==> src/rtl/serial_arith_pkg.sv <==
// Shared definitions for the bit-serial adder: FSM state encoding and operation modes.
package serial_arith_pkg;

  typedef enum logic [1:0] {
    IDLE = 2'd0,
    RUN  = 2'd1,
    DONE = 2'd2
  } state_e;

  localparam logic MODE_ADD = 1'b0;
  localparam logic MODE_SUB = 1'b1;

endpackage

==> src/rtl/serial_adder_fa_cell.sv <==
// Single-bit full adder cell; the combinational core of the serial adder.
module fa_cell (
  input  logic a,
  input  logic b,
  input  logic cin,
  output logic s,
  output logic cout
);

  assign s    = a ^ b ^ cin;
  assign cout = (a & b) | (cin & (a ^ b));

endmodule

==> src/rtl/serial_adder.sv <==
// Bit-serial add/subtract, LSB first through one full-adder cell and a registered carry.
// state | meaning
// IDLE  | waiting for start; result registers hold the last completed result
// RUN   | one operand bit per clock through the cell
// DONE  | one-cycle done pulse; start here launches the next operation directly
module serial_adder
  import serial_arith_pkg::*;
#(
  parameter int WIDTH = 8
) (
  input  logic             clk,
  input  logic             rst_n,
  input  logic             start,
  input  logic             sub,
  input  logic [WIDTH-1:0] a,
  input  logic [WIDTH-1:0] b,
  input  logic             cin,
  output logic             busy,
  output logic             done,
  output logic [WIDTH-1:0] sum,
  output logic             cout,
  output logic             ovf
);

  localparam int CNT_W = $clog2(WIDTH) + 1;
  localparam logic [CNT_W-1:0] LAST_BIT = CNT_W'(WIDTH - 1);

  state_e             state_q, state_d;
  logic [WIDTH-1:0]   opa_q, opa_d;
  logic [WIDTH-1:0]   opb_q, opb_d;
  logic [WIDTH-1:0]   acc_q, acc_d;
  logic               carry_q, carry_d;
  logic [CNT_W-1:0]   cnt_q, cnt_d;
  logic [WIDTH-1:0]   sum_q, sum_d;
  logic               cout_q, cout_d;
  logic               ovf_q, ovf_d;
  logic               fa_s, fa_co;
  logic               c_msb;

  fa_cell u_fa (
    .a    (opa_q[0]),
    .b    (opb_q[0]),
    .cin  (carry_q),
    .s    (fa_s),
    .cout (fa_co)
  );

  // On the final bit the registered carry is the carry into the MSB.
  assign c_msb = carry_q;

  always_comb begin
    state_d = state_q;
    opa_d   = opa_q;
    opb_d   = opb_q;
    acc_d   = acc_q;
    carry_d = carry_q;
    cnt_d   = cnt_q;
    sum_d   = sum_q;
    cout_d  = cout_q;
    ovf_d   = ovf_q;
    case (state_q)
      IDLE, DONE: begin
        state_d = IDLE;
        if (start) begin
          opa_d   = a;
          opb_d   = (sub == MODE_SUB) ? ~b : b;
          carry_d = (sub == MODE_SUB) ? 1'b1 : cin;
          acc_d   = '0;
          cnt_d   = '0;
          state_d = RUN;
        end
      end
      RUN: begin
        opa_d   = opa_q >> 1;
        opb_d   = opb_q >> 1;
        acc_d   = {fa_s, acc_q[WIDTH-1:1]};
        carry_d = fa_co;
        cnt_d   = cnt_q + CNT_W'(1);
        if (cnt_q == LAST_BIT) begin
          sum_d   = acc_d;
          cout_d  = fa_co;
          ovf_d   = c_msb ^ fa_co;
          state_d = DONE;
        end
      end
      default: state_d = IDLE;
    endcase
  end

  always_ff @(posedge clk or negedge rst_n) begin
    if (!rst_n) begin
      state_q <= IDLE;
      opa_q   <= '0;
      opb_q   <= '0;
      acc_q   <= '0;
      carry_q <= 1'b0;
      cnt_q   <= '0;
      sum_q   <= '0;
      cout_q  <= 1'b0;
      ovf_q   <= 1'b0;
    end else begin
      state_q <= state_d;
      opa_q   <= opa_d;
      opb_q   <= opb_d;
      acc_q   <= acc_d;
      carry_q <= carry_d;
      cnt_q   <= cnt_d;
      sum_q   <= sum_d;
      cout_q  <= cout_d;
      ovf_q   <= ovf_d;
    end
  end

  assign busy = (state_q == RUN);
  assign done = (state_q == DONE);
  assign sum  = sum_q;
  assign cout = cout_q;
  assign ovf  = ovf_q;

endmodule

==> config.mk <==
export PLATFORM = sky130hd
export DESIGN_NAME = serial_adder
export DESIGN_NICKNAME = d
export VERILOG_FILES = /design/src/rtl/serial_arith_pkg.sv /design/src/rtl/serial_adder_fa_cell.sv /design/src/rtl/serial_adder.sv
export SDC_FILE = /design/constraint.sdc
export NUM_CORES = 1
export LEC_CHECK = 0
export ABC_AREA = 1
export ABC_CLOCK_PERIOD_IN_PS = 1520
export CORE_UTILIZATION = 50
export DETAILED_ROUTE_END_ITERATION = 8
export GPL_TIMING_DRIVEN = 0
export PLACE_DENSITY = 0.79
export SLEW_MARGIN = 30
export SYNTH_ARGS = -nofsm -noshare
export SYNTH_HDL_FRONTEND = slang
export SYNTH_HIERARCHICAL = 1
export SYNTH_SLANG_ARGS = --single-unit
export TNS_END_PERCENT = 20
==> constraint.sdc <==
create_clock -name clk -period 1.52 [get_ports clk]
set_clock_uncertainty 0.15 [all_clocks]
set_input_delay 0.456 -clock clk [delete_from_list [all_inputs] [get_ports clk]]
set_output_delay 0.456 -clock clk [all_outputs]
set_load 0.05 [all_outputs]
---- Word-level counts from Yosys, hierarchy flattened ----
Index checks and enable logic that the tools add are counted.
storage, ports and cells
  bits in registers ....................... 41
  input bits .............................. 21
  output and inout bits ................... 12
  word-level logic and storage cells ...... 42
cells by class
  add/sub/neg operators ................... 1
  eq/ne operators ......................... 5
  muxes and demuxes ....................... 15
  bitwise gates (word level) .............. 7
  reductions and logical operators ........ 5
operators by type and width
  operator                                                                  count
  8-bit one-hot mux with 2 select lines                                     3
  8-bit two-way mux                                                         4
  8-bit NOT                                                                 1
  4-bit one-hot mux with 2 select lines                                     1
  4-bit by 1-bit adder with 4-bit output (second input constant)            1
  4-bit by 3-bit == test with 1-bit output (second input constant)          1
  4-bit two-way mux                                                         1
  2-bit one-hot mux with 2 select lines                                     1
  2-bit AND reduction                                                       2
  1-bit two-way mux                                                         3
  1-bit bitwise XOR                                                         3
  1-bit bitwise AND                                                         2
  2-bit by 1-bit == test with 1-bit output (second input constant)          1
  2-bit == test (second input constant)                                     1
  2-bit zero test                                                           1
  2-bit two-way mux                                                         1
  2-bit by 1-bit inequality test with 1-bit output (second input constant)  1
  2-bit inequality test (second input constant)                             1
  1-bit one-hot mux with 2 select lines                                     1
  2-bit nonzero test                                                        1
  2-bit OR reduction                                                        1
  1-bit bitwise OR                                                          1

---- Logic depth before layout (Yosys ltp) ----
Gate-level depths: netlist of the first run.
  word-level depth ........................ 4
  depth in mapped cells ................... 7
  mapped depth without buffers ............ 6

---- Cells and area by module ----
Netlist of the first run, hierarchy kept.
by module, submodules not included
  module        instances  cells an instance  area an instance (um^2)  sequential area each (um^2)
  serial_adder  1          230                1824.2                   1001.0
  fa_cell       1          1                  20.0                     0.0

---- Least setup slack after synthesis of the first run ----
Ideal clock, no wire load.
  path type ............................... reg2out
  from .................................... reg state_q[0]
  to ...................................... out done
  arrival ................................. 1074 ps
  data required time ...................... 914 ps
  slack ................................... -160 ps
  stages on the path, launching flop included .. 2
  path buffers ............................ 0
  path through ............................ dfrtp_1 nor2_1
between the ends
  cells in the longest elaborated chain, start to end .. 1
RTL lines
  item                    RTL line             RTL
  from (decl)             serial_adder.sv:28   state_e state_q, state_d;
  from (signal assigned)  serial_adder.sv:102  state_q <= state_d;
  2-bit == test           serial_adder.sv:115  assign done = (state_q == DONE);
  to (decl)               serial_adder.sv:19   output logic done,
No other way between the ends.

---- Final worst setup path of the first run ----
  from .................................... reg state_q[0]
  to ...................................... out busy
between the ends
  cells in the longest elaborated chain, start to end .. 1
RTL lines
  item                                      RTL line             RTL
  2-bit by 1-bit == test with 1-bit output  serial_adder.sv:114  assign busy = (state_q == RUN);
  to (decl)                                 serial_adder.sv:18   output logic busy,
No other way between the ends.

==> results of run 1 <==
## sequential cells by signal (all words and copies together), names as in the netlist
register / count
state_q: 2
acc_q: 7
cout: 1
opb_q: 8
c_msb: 1
cnt_q: 4
ovf: 1
sum: 8
opa_q: 8
## layout make-up
| class | count | area, sq um | share of cell area [%] |
|---|---|---|---|
| Timing Repair Buffer | 39 | 364.1 | 15.00 |
| Clock buffer | 5 | 68.82 | 2.835 |
| Inverter | 19 | 71.32 | 2.938 |
| Multi-Input combinational cell | 163 | 750.7 | 30.93 |
| Tap cell | 46 | 57.56 | 2.371 |
| Buffer | 9 | 71.32 | 2.938 |
| Sequential cell | 40 | 1001 | 41.24 |
| Clock inverter | 3 | 42.54 | 1.753 |
## per-stage QoR
stage / hold WS [ns] / util, % / cell area, sq um / instances / total power, mW
6_report: 0.3184 / 70.52 / 2427 / 324 / 5.269
3_5_place_dp: 0.2140 / 64.78 / 2230 / 309 / 4.187
2_1_floorplan: 0.01041 / - / 1847 / 231 / 3.497
3_3_place_gp: 0.2984 / 64.34 / 2215 / 308 / 4.109
4_1_cts: 0.3243 / 69.50 / 2392 / 322 / 5.140
5_1_grt: 0.3487 / 70.52 / 2427 / 324 / 5.662
## power breakdown
group          switching [mW]  leakage [nW]  total [mW]  internal (mW)
clock network           0.365        0.0541       0.851          0.486
logic                    1.57         0.718        2.57          0.995
registers               0.303         0.503        1.85           1.55
## layout by cell type (no fill, tap or decap)
cell,n
o22ai_1,6
nand2_1,102
nand2_4,3
ha_1,1
a21oi_1,1
bufinv_16,1
nand2_8,1
nor2_1,15
nand4_1,1
clkbuf_8,5
dlygate4sd3_1,1
or2_2,3
nor2_2,2
buf_12,1
fa_1,1
clkdlybuf4s15_2,1
clkdlybuf4s50_1,17
inv_1,17
o21ai_0,3
dlygate4sd2_1,1
inv_2,2
clkbuf_4,3
buf_2,4
buf_6,4
buf_4,15
nor2_4,1
xor2_1,1
buf_8,1
dfrtp_1,40
clkinvlp_4,1
clkinv_2,1
nand3_1,22
## routing by layer
layer | vias up | part of all wire (%) | global-route usage, %
met2 | 50 | 49 | 37.36
met4 | 0 | 0.51 | 5.233
met1 | 726 | 45 | 27.20
met3 | 2 | 5.5 | 5.474
met5 | - | 0 | 0
li1 | 803 | - | -
## cell families after synthesis
| group | count (synthesis) | share of synthesized area, % |
|---|---|---|
| simple gates | 150 | 33.65 |
| fa+ha+maj | 2 | 1.764 |
| compound gates | 10 | 3.120 |
| buf+inv | 28 | 6.716 |
| xor+xnor | 1 | 0.4750 |
| flops | 40 | 54.27 |
## tightest hold or removal path, cell delays in order, from the launching register on
cell	delay, ns
dfrtp_1	0.35
nand2_1	0.05
nand2_1	0.04
## worst paths after layout
path | cells after the start | to | slack (ns)
min reg2reg | 2 | sum[3] | 0.32
max | 4 | busy | -0.24
min | 2 | sum[3] | 0.32
min in group asynchronous | 2 | sum[2] | 0.43
max in group asynchronous | 3 | opa_q[7] | 0.35
max reg2reg | 4 | ovf | 0.08
## what timing repair did
action | 4_1_cts | 5_1_grt
pin swaps | 1 | 3
setup endpoints to repair | 35 | 33
resized for setup | 62 | 30
hold endpoints to repair | 12 | 0
buffers inserted | 4 | 2
hold buffers | 1 | 0
==> qor.csv, run 1 <==
metric,value,unit
outcome,"finished, violations left",
failed_checks,setup timing,
synth_warnings,6,
drt-total-wl,3743,um
io_buffers,31,
vias,1581,
io_pins,33,
tightest_slew,0.3044,ns
dieHeight,62.74,um
cts_tree,done,
layout-drive-gt1-share,17.63,%
dr.pass1.iters,4,
setup-violations-final,3,
grt_overflow,0,
synth_cell_types,19,
design.die.area,3936,sq um
synth_edf_count,0,
cts_buffers,5,
post_drt_wl_per_cell,11.55,um
fillers,281,
die_x,62.74,um
yosys-top-cells-count,"nand2_1, dfrtp_1, nand3_1",
fin_ws,-0.2377,ns
cp_cell_sequence,inv_2 > nor2_4 > buf_6 > buf_8,
cp_slowest_cell,dfrtp_1,
rsz0062_at_grt,yes,
max-vdd-ir-drop,1050,uV
clock_latency,0.29,ns
drc,0,
grt_pass1_wl,6568,um
postSynth.asyncResetShare,100.0,%
worstPathArrival,1.15,ns
setup_tns,-0.4959,ns
min_from,acc_q[4],
cpPeakStageDelay,0.44,ns
ant_nets,0,
gp_congestion,0.7412,
hp-class,reg2reg,
critPathTopFamily,flip-flops,
synth_area_per_cell,7.984,sq um
grtUsageTotal,21.69,%
hold_viol_final,0,
leakage,1.276,nW
final_nets,300,
drv_cap,0,
p_per_area,2171,nW/um^2
syn-cell-area,1844,sq um
slew-limit-headroom,79.71,%
diodes,0,
coreArea,3442,sq um
cts_buffer_depth,2,
vias_per_cell,4.880,
syn_nets,254,
critPathLaunchType,register,
worstSetupPathType,reg2out,
cts.sinks,40,
fmax,568.9,MHz
cp_num_buf_inv,3,
path_clk_slew,0.08,ns
start_util,53.58,%
crit_start,state_q[0],
slew_violations,0,
synth_most_common_cell,nand2_1,
cts_root_buf,clkbuf_8,
yosysSeqAreaShare,54.27,%
cp_max_fo,4,
worstPathRequired,0.91,ns
synthCells,231,
r2r-start,opa_q[0],
synth_top_area_share,54.27,%
drt_iter0_markers,112,
synthTopCellsByArea,"dfrtp_1, nand2_1, nand3_1",
grt_start_max_net_pins,29,
antenna_found_initial,0,
place.detailed.hpwl,2525,um
synth_top_area_cell,dfrtp_1,
end_kind,output port,
dp_slack,-0.8189,ns
area_delta_synth_final,31.61,%
ys_ff_latch,40,
cts_max_level,2,
synth_flop_cell,dfrtp_1,
min_period,1.758,ns
grt_pass1_vias,1492,
rows,21,
fin_crit_sh,115.6,%
(Power assumes the default switching activity.)
==> inputs of run 2 (changes only) <==
--- a/config.mk
+++ b/config.mk
@@ -8,6 +8,7 @@
 export ABC_AREA = 1
 export ABC_CLOCK_PERIOD_IN_PS = 1520
 export CORE_UTILIZATION = 50
+export CTS_BUF_LIST = sky130_fd_sc_hd__clkbuf_2
 export DETAILED_ROUTE_END_ITERATION = 8
 export GPL_TIMING_DRIVEN = 0
 export PLACE_DENSITY = 0.79
==> qor.csv, run 2 (synthesis gave the netlist of run 1 again) <==
metric,value,unit,change
failed_checks,setup timing,,
fin_util,70.70,%,+0.18 points
grtUsageTotal,22.01,%,+0.32 points
vias,1583,,+0.13%
layout_commonest_cell,nand2_1,,
max-vdd-ir-drop,999.1,uV,-4.8%
stdcell_area,2434,sq um,+0.26%
post_drt_wl_per_cell,11.60,um,+0.38%
grt_pass1_vias,1510,,+1.2%
io_buffers,31,,unchanged
cts_root_buf,clkbuf_2,,
place.detailed.hpwl,2525,um,unchanged
layout-drive-gt1-share,18.86,%,+1.2 points
critPathLaunchType,register,,
leakage,1.281,nW,+0.40%
crit_start,state_q[0],,
die_x,62.74,um,unchanged
fmax,546.9,MHz,-3.9%
dr.pass1.iters,4,,unchanged
cts_buffer_depth,2,,unchanged
p_per_area,2114,nW/um^2,-2.6%
worstPathRequired,0.91,ns,about the same
gp_congestion,0.7412,,unchanged
cp_max_fo,4,,unchanged
min_period,1.829,ns,+0.07082 ns
dp_slack,-0.8189,ns,unchanged
layout_common_cells,"nand2_1, dfrtp_1, nand3_1",,
dieHeight,62.74,um,unchanged
tightest_slew,0.3071,ns,+0.002784 ns
hold_viol_final,0,,unchanged
clock_latency,0.40,ns,+0.11 ns
fin_crit_sh,120.3,%,+4.7 points
cts_tree,done,,
end_kind,output port,,
grt_start_max_net_pins,29,,unchanged
fin_ws,-0.3085,ns,-0.07082 ns
io_pins,33,,unchanged
worstSetupPathType,reg2out,,
diodes,0,,unchanged
drt-total-wl,3792,um,+1.3%
design.die.area,3936,sq um,unchanged
drc,0,,unchanged
antenna_found_initial,0,,unchanged
path_clk_slew,0.22,ns,+0.14 ns
setup-violations-final,12,,+9
grt_overflow,0,,unchanged
vias_per_cell,4.841,,-0.79%
drt_iter0_markers,107,,-4.5%
finalPower,5.144,mW,-2.4%
place_area,2230,sq um,unchanged
r2r-start,opa_q[0],,
rsz0062_at_grt,yes,,
ant_nets,0,,unchanged
outcome,"finished, violations left",,
rows,21,,unchanged
hold_ws,0.2758,ns,-0.04256 ns
final_nets,303,,+1.0%
start_util,53.58,%,unchanged
slew_violations,0,,unchanged
hp-class,in2async,,
cts_buffers,5,,unchanged
slew-limit-headroom,79.52,%,-0.19 points
cts_max_level,2,,unchanged
drv_cap,0,,unchanged
coreArea,3442,sq um,unchanged
area_delta_synth_final,31.95,%,
grt_pass1_wl,6630,um,+0.94%
cts.sinks,40,,unchanged
worstPathArrival,1.22,ns,+0.07 ns
run 2: per-layer routing:
metal,track usage [%],share of wire [%]
met1,27.80,47
met2,36.82,47
met3,4.927,4.1
met4,8.140,1.0
met5,0,0
run 2: final timing paths:
| kind | to | slack, ns | cells after the start |
|---|---|---|---|
| worst min-delay path | sum[2] | 0.28 | 2 |
| max in group asynchronous | opa_q[4] | 0.47 | 3 |
| min in group clk | opb_q[2] | 0.33 | 4 |
| worst min register to register | opa_q[7] | 0.34 | 2 |
| worst max register to register | ovf | 0.07 | 4 |
| worst max-delay path | busy | -0.31 | 3 |
run 2: cell type report:
class / instances / area [sq um]
multi-input cells: 163 / 750.7
repair buffers: 43 / 429.2
plain buffers: 8 / 56.30
fillers: 291 / 1008
clock buffers: 5 / 25.02
inverters: 19 / 71.32
well taps: 46 / 57.56
flip-flops and latches: 40 / 1001
clock inverters: 3 / 42.54
run 2: repair_timing:
item                                    in CTS  in global routing
setup buffers                                5                  5
hold buffers                                 1                  0
gates resized for setup                     57                 38
endpoints found under the setup margin      22                 32
hold endpoints to repair                    12                  0
pin swaps                                    1                  2
run 2: stage by stage:
step           setup TNS [ns]  cells
2_1_floorplan        -0.01482    231
3_3_place_gp           -54.38    308
3_5_place_dp           -10.61    309
4_1_cts                -2.760    323
5_1_grt                -2.661    327
6_report               -1.662    327
run 2: worst max-delay path, stage by stage (launching register included):
cell     delay (ns)
dfrtp_1        0.46
inv_2          0.07
nor2_4         0.14
buf_8          0.16
run 2: power breakdown:
part           switching, mW  internal, mW  total, mW
sequential             0.323          1.54       1.86
combinational           1.58          1.07       2.65
clock                  0.354         0.275      0.629
